## src/rtl/video_timing_gen.sv

```systemverilog
// Raster timing generator: pixel-enable strobes, sync, blanking and position
// counters for the line-doubler input side. Geometry is fixed by parameters;
// res_sel picks how many ce_pix strobes form one real pixel.
module video_timing_gen #(
  parameter int unsigned CLK_DIV  = 4,
  parameter int unsigned H_TOTAL  = 456,
  parameter int unsigned H_ACTIVE = 320,
  parameter int unsigned HS_START = 352,
  parameter int unsigned HS_LEN   = 32,
  parameter int unsigned V_TOTAL  = 312,
  parameter int unsigned V_ACTIVE = 240,
  parameter int unsigned VS_START = 270,
  parameter int unsigned VS_LEN   = 3
) (
  input  logic        clk_sys,
  input  logic        reset,
  input  logic [1:0]  res_sel,
  output logic        ce_pix,
  output logic        ce_pix_actual,
  output logic        hs,
  output logic        vs,
  output logic        line_start,
  output logic        hblank,
  output logic        vblank,
  output logic        de,
  output logic [10:0] hcnt,
  output logic [9:0]  vcnt,
  output logic        frame_start
);

  localparam int unsigned DIV_W = $clog2(CLK_DIV);
  localparam int unsigned HW    = 11;
  localparam int unsigned VW    = 10;

  logic [DIV_W-1:0] r_div_cnt;
  logic [HW-1:0]    r_nh;
  logic [VW-1:0]    r_nv;
  logic [1:0]       r_phase;
  logic [1:0]       r_div_lat;

  logic             w_emit;
  logic             w_h_last;
  logic             w_v_last;
  logic             w_line_first;
  logic [1:0]       w_eff_phase;
  logic [1:0]       w_new_lat;
  logic [1:0]       w_phase_mask;
  logic [1:0]       w_next_phase;
  logic             w_hblank;
  logic             w_vblank;
  logic             w_hs;
  logic             w_vs;

  assign w_emit       = (r_div_cnt == DIV_W'(CLK_DIV - 1));
  assign w_h_last     = (r_nh == HW'(H_TOTAL - 1));
  assign w_v_last     = (r_nv == VW'(V_TOTAL - 1));
  assign w_line_first = (r_nh == HW'(0));

  // Decode of the position about to be emitted
  assign w_hblank = (r_nh >= HW'(H_ACTIVE));
  assign w_vblank = (r_nv >= VW'(V_ACTIVE));
  assign w_hs     = (r_nh >= HW'(HS_START)) && (r_nh < HW'(HS_START + HS_LEN));
  assign w_vs     = (r_nv >= VW'(VS_START)) && (r_nv < VW'(VS_START + VS_LEN));

  // Phase restarts at each line so the first pixel is always an actual one;
  // the divide latched at that same emit governs the rest of the line.
  always_comb begin
    w_eff_phase  = w_line_first ? 2'd0 : r_phase;
    w_new_lat    = w_line_first ? res_sel : r_div_lat;
    w_phase_mask = 2'd3;
    case (w_new_lat)
      2'd0:    w_phase_mask = 2'd0;
      2'd1:    w_phase_mask = 2'd1;
      default: w_phase_mask = 2'd3;
    endcase
    w_next_phase = (w_eff_phase + 2'd1) & w_phase_mask;
  end

  // Base clock divider
  always_ff @(posedge clk_sys) begin
    if (reset) begin
      r_div_cnt <= '0;
    end else if (w_emit) begin
      r_div_cnt <= '0;
    end else begin
      r_div_cnt <= r_div_cnt + DIV_W'(1);
    end
  end

  // Next-position pointer, resolution phase and latched divide
  always_ff @(posedge clk_sys) begin
    if (reset) begin
      r_nh      <= '0;
      r_nv      <= '0;
      r_phase   <= '0;
      r_div_lat <= '0;
    end else if (w_emit) begin
      r_phase   <= w_next_phase;
      r_div_lat <= w_new_lat;
      if (w_h_last) begin
        r_nh <= '0;
        r_nv <= w_v_last ? VW'(0) : r_nv + VW'(1);
      end else begin
        r_nh <= r_nh + HW'(1);
      end
    end
  end

  // Registered outputs: strobes pulse for one cycle, the rest load at emits
  always_ff @(posedge clk_sys) begin
    if (reset) begin
      ce_pix        <= 1'b0;
      ce_pix_actual <= 1'b0;
      frame_start   <= 1'b0;
      hs            <= 1'b0;
      vs            <= 1'b0;
      line_start    <= 1'b0;
      hblank        <= 1'b0;
      vblank        <= 1'b0;
      de            <= 1'b0;
      hcnt          <= '0;
      vcnt          <= '0;
    end else begin
      ce_pix        <= w_emit;
      ce_pix_actual <= w_emit && (w_eff_phase == 2'd0);
      frame_start   <= w_emit && w_line_first && (r_nv == VW'(0));
      if (w_emit) begin
        hs         <= w_hs;
        vs         <= w_vs;
        line_start <= w_hblank;
        hblank     <= w_hblank;
        vblank     <= w_vblank;
        de         <= !w_hblank && !w_vblank;
        hcnt       <= r_nh;
        vcnt       <= r_nv;
      end
    end
  end

endmodule

```

## config.mk

```make
export PLATFORM = sky130hd
export DESIGN_NAME = video_timing_gen
export DESIGN_NICKNAME = d
export VERILOG_FILES = /design/src/rtl/video_timing_gen.sv
export SDC_FILE = /design/constraint.sdc
export NUM_CORES = 1
export LEC_CHECK = 0
export BUFFER_PORTS_ARGS = -buffer_cell sky130_fd_sc_hd__buf_4
export CORE_UTILIZATION = 50
export CTS_CLUSTER_SIZE = 30
export DETAILED_ROUTE_END_ITERATION = 6
export PLACE_DENSITY_LB_ADDON = 0.1
export SETUP_SLACK_MARGIN = 0.5
export SLEW_MARGIN = 10
export SYNTH_ARGS = -nofsm -noshare
export SYNTH_HDL_FRONTEND = slang
export SYNTH_SLANG_ARGS = --single-unit
```

## constraint.sdc

```tcl
create_clock -name clk_sys -period 1.73 [get_ports clk_sys]
set_input_delay 0.2595 -clock clk_sys [delete_from_list [all_inputs] [get_ports clk_sys]]
set_output_delay 0.2595 -clock clk_sys [all_outputs]
set_load 0.01 [all_outputs]
```

# Word level (Yosys, flattened, before mapping)
# Cells that the tools add are included.
# Widths: inputs -> output; s select.
[classes]
addsub = 4
order_cmp = 6
n_eq_ne = 4
mux = 5
bitwise_logic = 1
reduce_logical = 14
[ops]
columns = ["operator", "count"]
rows = [
  ["$ge 11x9->1 const B", 2],
  ["$add 11x1->11 const B", 1],
  ["$eq 11x9->1 const B", 1],
  ["$logic_not 11->1", 1],
  ["$lt 11x9->1 const B", 1],
  ["$mux 11", 1],
  ["$add 10x1->10 const B", 1],
  ["$eq 10x9->1 const B", 1],
  ["$ge 10x8->1 const B", 1],
  ["$ge 10x9->1 const B", 1],
  ["$logic_not 10->1", 1],
  ["$lt 10x9->1 const B", 1],
  ["$mux 10", 1],
  ["$logic_and 1x1->1", 6],
  ["$add 2x1->2 const B", 2],
  ["$logic_not 2->1", 2],
  ["$mux 2", 2],
  ["$pmux 2 s2", 1],
  ["$and 2x2->2", 1],
  ["$eq 2x1->1 const B", 1],
  ["$eq 2x2->1 const B", 1],
  ["$logic_not 1->1", 2],
  ["$reduce_and 2->1", 1],
  ["$reduce_or 2->1", 1],
]
[totals]
reg_bits = 56
input_bits = 4
out_inout_bits = 30
elab_cells = 49

# Depth between registers and ports, before layout
[logic_depth]
word_depth = 5
ltp_mapped = 7
ltp_nobuf = 7

# Least setup slack after synthesis
# OpenSTA, ideal clock, no wires.
[synth_timing]
kind = "register to register"
startpoint = "register r_nh[0]"
endpoint = "register r_phase[1]"
arrival_ps = 1500
required_time_ps = 1613
path_slack_ps = 112
path_stages_with_launch = 7
path_buffers = 0
period_less_slack_ps = 1618
cell_sequence = "dfxtp_1 inv_1 ha_1 nor4b_2 nand3_2 mux2_1 a32o_1"
[synth_via]
elab_chain_cells = 5
elab_cells_between_ends = 8
classes_between = "add/sub: 1; eq/ne: 1; mux: 3; bitwise: 1; reduce/logical: 2"
[synth_lines]
columns = ["item", "line", "rtl"]
rows = [
  ["from (decl)", "36", "logic [HW-1:0] r_nh;"],
  ["from (signal assigned)", "104", "r_nh <= r_nh + HW'(1);"],
  ["$logic_not 11->1 (*)", "57", "assign w_line_first = (r_nh == HW'(0));"],
  ["$mux 2", "69", "w_new_lat = w_line_first ? res_sel : r_div_lat;"],
  ["$eq 2x1->1 / $logic_not 2->1 (equally long branches)", "71", "case (w_new_lat)"],
  ["$pmux 2 s2", "71", ""],
  ["$and 2x2->2 (*)", "76", "w_next_phase = (w_eff_phase + 2'd1) & w_phase_mask;"],
  ["to (signal assigned)", "98", "r_phase <= w_next_phase;"],
  ["to (decl)", "38", "logic [1:0] r_phase;"],
]
# Mark *: on every way between the ends. The rest lies on a longest branch, timed or not.
# A chain may end at the register's enable or synchronous reset.

# Worst setup path after layout
[layout_timing]
startpoint = "register r_nh[1]"
endpoint = "register r_phase[1]"
# Same word-level chain as after synthesis.

==> qor.yml <==
timing:
  fin_skew_ps: 7.32
  worst_pin_slew_ps: 351
  period_share_pct: 93.3
  setup_tns_ps: 0
  fin_crit_ps: 1610
  finalSetupViolCount: 0
  fmax_mhz: 620
  rsz0062_at_grt: "yes"
  max_slew_margin_pct: 76.6
  hold_viol: 0
  slew_violations: 0
synthesis:
  synth_top_area_share_pct: 44.1
  async_reset_ff_share_pct: 0
  synth_area_leaders: "dfxtp_1 (44%), mux2i_1 (9.5%), nor2_1 (6.8%), ha_1 (3.4%), buf_6 (3.1%)"
  yosysTopAreaCell: "dfxtp_1"
  ys.warnings.count: 0
  yosysSeqAreaShare_pct: 44.1
  synth_nets: 285
  synth_cells: 274
  ys_ff_latch: 56
  syn_area_um2: 2540
  synth.most_common_cell: "dfxtp_1"
  yosysUniqueCellTypes: 48
  yosys-top-cells-count: "dfxtp_1 (56), nor2_1 (46), mux2i_1 (24)"
  synth_edf_count: 0
  syn_area_per_cell_um2: 9.27
  synthFlopType: "dfxtp_1"
global_route:
  grt.total_usage_pct: 23.3
  grt_pass1_wl_mm: 9.54
  antenna_found_initial: 0
  grt_overflow: 0
  grt_pass1_vias: 2053
  grt_max_degree: 30
detailed_routing:
  num_vias: 2267
  initialDrtViolationCount: 101
  wl_per_cell_um: 15.4
  drc: 0
  viasPerCell: 5.40
  drt-pass1-iter-count: 4
  routed_wl_mm: 6.49
  postRouteAntennaNets: 0
floorplanning:
  die_area_um2: 5370
  start_util_pct: 52.7
  die_h_um: 73.3
  rows: 25
  dieWidth_um: 73.3
  core_region_area_um2: 4820
  io_pins: 34
final_layout:
  multi_input_area_um2: 1530
  regArea_um2: 1160
  syn_to_final_growth_pct: 44.8
  diodes: 0
  final_nets: 363
  fillers: 343
  drive_gt1_share_pct: 46.7
  utilization_pct: 76.4
worst_setup_path:
  required_ps: 1930
  crit_family: "flip-flops"
  cp-start-kind: "register"
  setup.worst_path.class: "reg2reg"
  cp_cell_sequence: "inv_4 > ha_4 > nor4b_4 > nand3_2 > mux2_4 > a32o_1"
  cpPeakStageDelay_ps: 380
  critPathBufInv: 1
  cp-end-kind: "register"
  arrival_ps: 1820
  critical_path_depth: 6
  r2r_cells: 6
  cp_max_fo: 5
  crit_path_top_delay_cell: "dfxtp_4"
  regToRegSetupSlack_ps: 120
run_status:
  outcome: "finished, final reports clean"
flow_run:
  drv_cap: 0
clock_network:
  clkTransAtPathRegs_ps: 90
  cts-root-buf: "clkbuf_8"
  numCtsBuffers: 5
  clkSinkCount: 56
  h-tree-depth: 2
  insertion_delay_ps: 310
  clk_path_buf_depth: 2
  cts_tree: "yes"
pwr:
  p_leak_nw: 1.46
  cell_internal_pwr_mw: 1.77
  peakVddDrop_mv: 0.438
  pwr-share-seq_pct: 57.1
  p_switching_mw: 0.536
  powerDensity_nw_per_um2: 626
  swShare_pct: 23.3
  p_comb_share_pct: 10.9
  pwr-share-clk_pct: 32.0
hold_path:
  worstHoldPathType: "in2reg"
  hold_depth: 3
place:
  io_buffers: 33
  dp_hpwl_mm: 3.64
  gp_congestion: 0.850
area by class of cell:
type	count	area share, %
Multi-Input combinational cell	194	41.6
Sequential cell	56	31.5
Timing Repair Buffer	89	21.5
Clock buffer	8	2.45
Tap cell	67	2.28
Inverter	6	0.680
what timing repair did:
| action | 4_1_cts | 5_1_grt |
|---|---|---|
| hold buffers | 0 | 0 |
| setup buffers | 17 | 19 |
| pin swaps | 17 | 18 |
| gates cloned | 2 | 0 |
| gates resized for setup | 46 | 52 |
| setup endpoints to repair | 52 | 53 |
worst min-delay path, cell delays in order:
cell	delay (ps)
buf_4	80
mux2i_1	50
nor2_1	70
power by group through the flow:
stage / Clock [mW] / Sequential (mW) / Combinational, mW
floorplan: 0 / 1.35 / 0.118
global placement: 0 / 1.35 / 0.158
detailed placement: 0 / 1.35 / 0.159
CTS: 0.748 / 1.32 / 0.205
global route: 0.788 / 1.32 / 0.272
finish: 0.737 / 1.32 / 0.252
sequential cells by signal (all words and copies together) (netlist names), 2 cells and up:
signal and flops:
r_nh 11, r_phase 2, hcnt 11, r_nv 10, vcnt 10, r_div_lat 2, r_div_cnt 2
worst paths after layout:
check                          startpoint                   endpoint
setup / recovery     r_nh[1]$_SDFFE_PP0N_    r_phase[1]$_SDFFE_PP0N_
setup reg to reg     r_nh[1]$_SDFFE_PP0N_    r_phase[1]$_SDFFE_PP0N_
hold / removal                 res_sel[0]  r_div_lat[0]$_SDFFE_PP0N_
hold reg to reg   r_div_cnt[0]$_SDFF_PP0_    r_div_cnt[0]$_SDFF_PP0_
metal layers:
layer  GRT usage [%]  routed length (um)
met5               0                   0
met2            39.3                3170
met4            8.06                 125
met1            30.3                2920
met3            3.43                 264
cells by family after synthesis:
group	count (synthesis)	synth area share, %
multiplexers	25	9.90
AND/OR/NAND/NOR	126	26.3
flip-flops	56	44.1
AO/OA/AOI/OAI	25	6.40
adder cells (fa/ha/maj)	7	3.45
XOR/XNOR	10	3.45
buffers and inverters	25	6.35
cell usage in the layout, fill, tap and decap left out, types with 2 or more instances in the layout:
| master | netlist | final |
|---|---|---|
| nand3_1 | 15 | 12 |
| ha_1 | 7 | 4 |
| and4_2 | 1 | 2 |
| dfxtp_2 | 0 | 13 |
| nor4b_4 | 0 | 2 |
| ha_4 | 0 | 3 |
| o31ai_2 | 0 | 2 |
| nor3_2 | 0 | 4 |
| nand4_1 | 10 | 10 |
| buf_6 | 7 | 15 |
| clkbuf_8 | 0 | 6 |
| nor3_4 | 1 | 2 |
| a21oi_1 | 7 | 4 |
| nor2_2 | 0 | 5 |
| inv_2 | 0 | 3 |
| nand2b_4 | 0 | 4 |
| a21oi_2 | 0 | 3 |
| o21ai_2 | 0 | 3 |
| nand2b_1 | 7 | 4 |
| buf_4 | 3 | 69 |
| or4_1 | 2 | 2 |
| xor2_1 | 6 | 6 |
| nor2_1 | 46 | 38 |
| mux2i_1 | 24 | 23 |
| nand2_1 | 15 | 15 |
| and2_1 | 3 | 3 |
| dfxtp_4 | 0 | 6 |
| and3_4 | 0 | 2 |
| o21ai_1 | 0 | 2 |
| inv_1 | 6 | 2 |
| nor2_4 | 0 | 3 |
| nand3_2 | 1 | 3 |
| o31ai_1 | 4 | 2 |
| or3_1 | 2 | 2 |
| nor2b_1 | 3 | 2 |
| dfxtp_1 | 56 | 37 |
| xnor2_1 | 4 | 4 |
| clkbuf_1 | 6 | 2 |
| buf_12 | 0 | 3 |
through the flow:
step | instance area, um2 | std cells | power [mW] | hold slack [ps] | worst slack, ps
global placement | 2930 | 374 | 1.51 | 396 | 130
finish | 3680 | 420 | 2.30 | 197 | 116
detailed placement | 2930 | 374 | 1.51 | 400 | 98.1
CTS | 3350 | 401 | 2.27 | 192 | 133
global route | 3680 | 420 | 2.38 | 223 | 40.3
floorplan | 2620 | 274 | 1.47 | 337 | 191
Note: power is estimated with default switching activity, not from simulation.
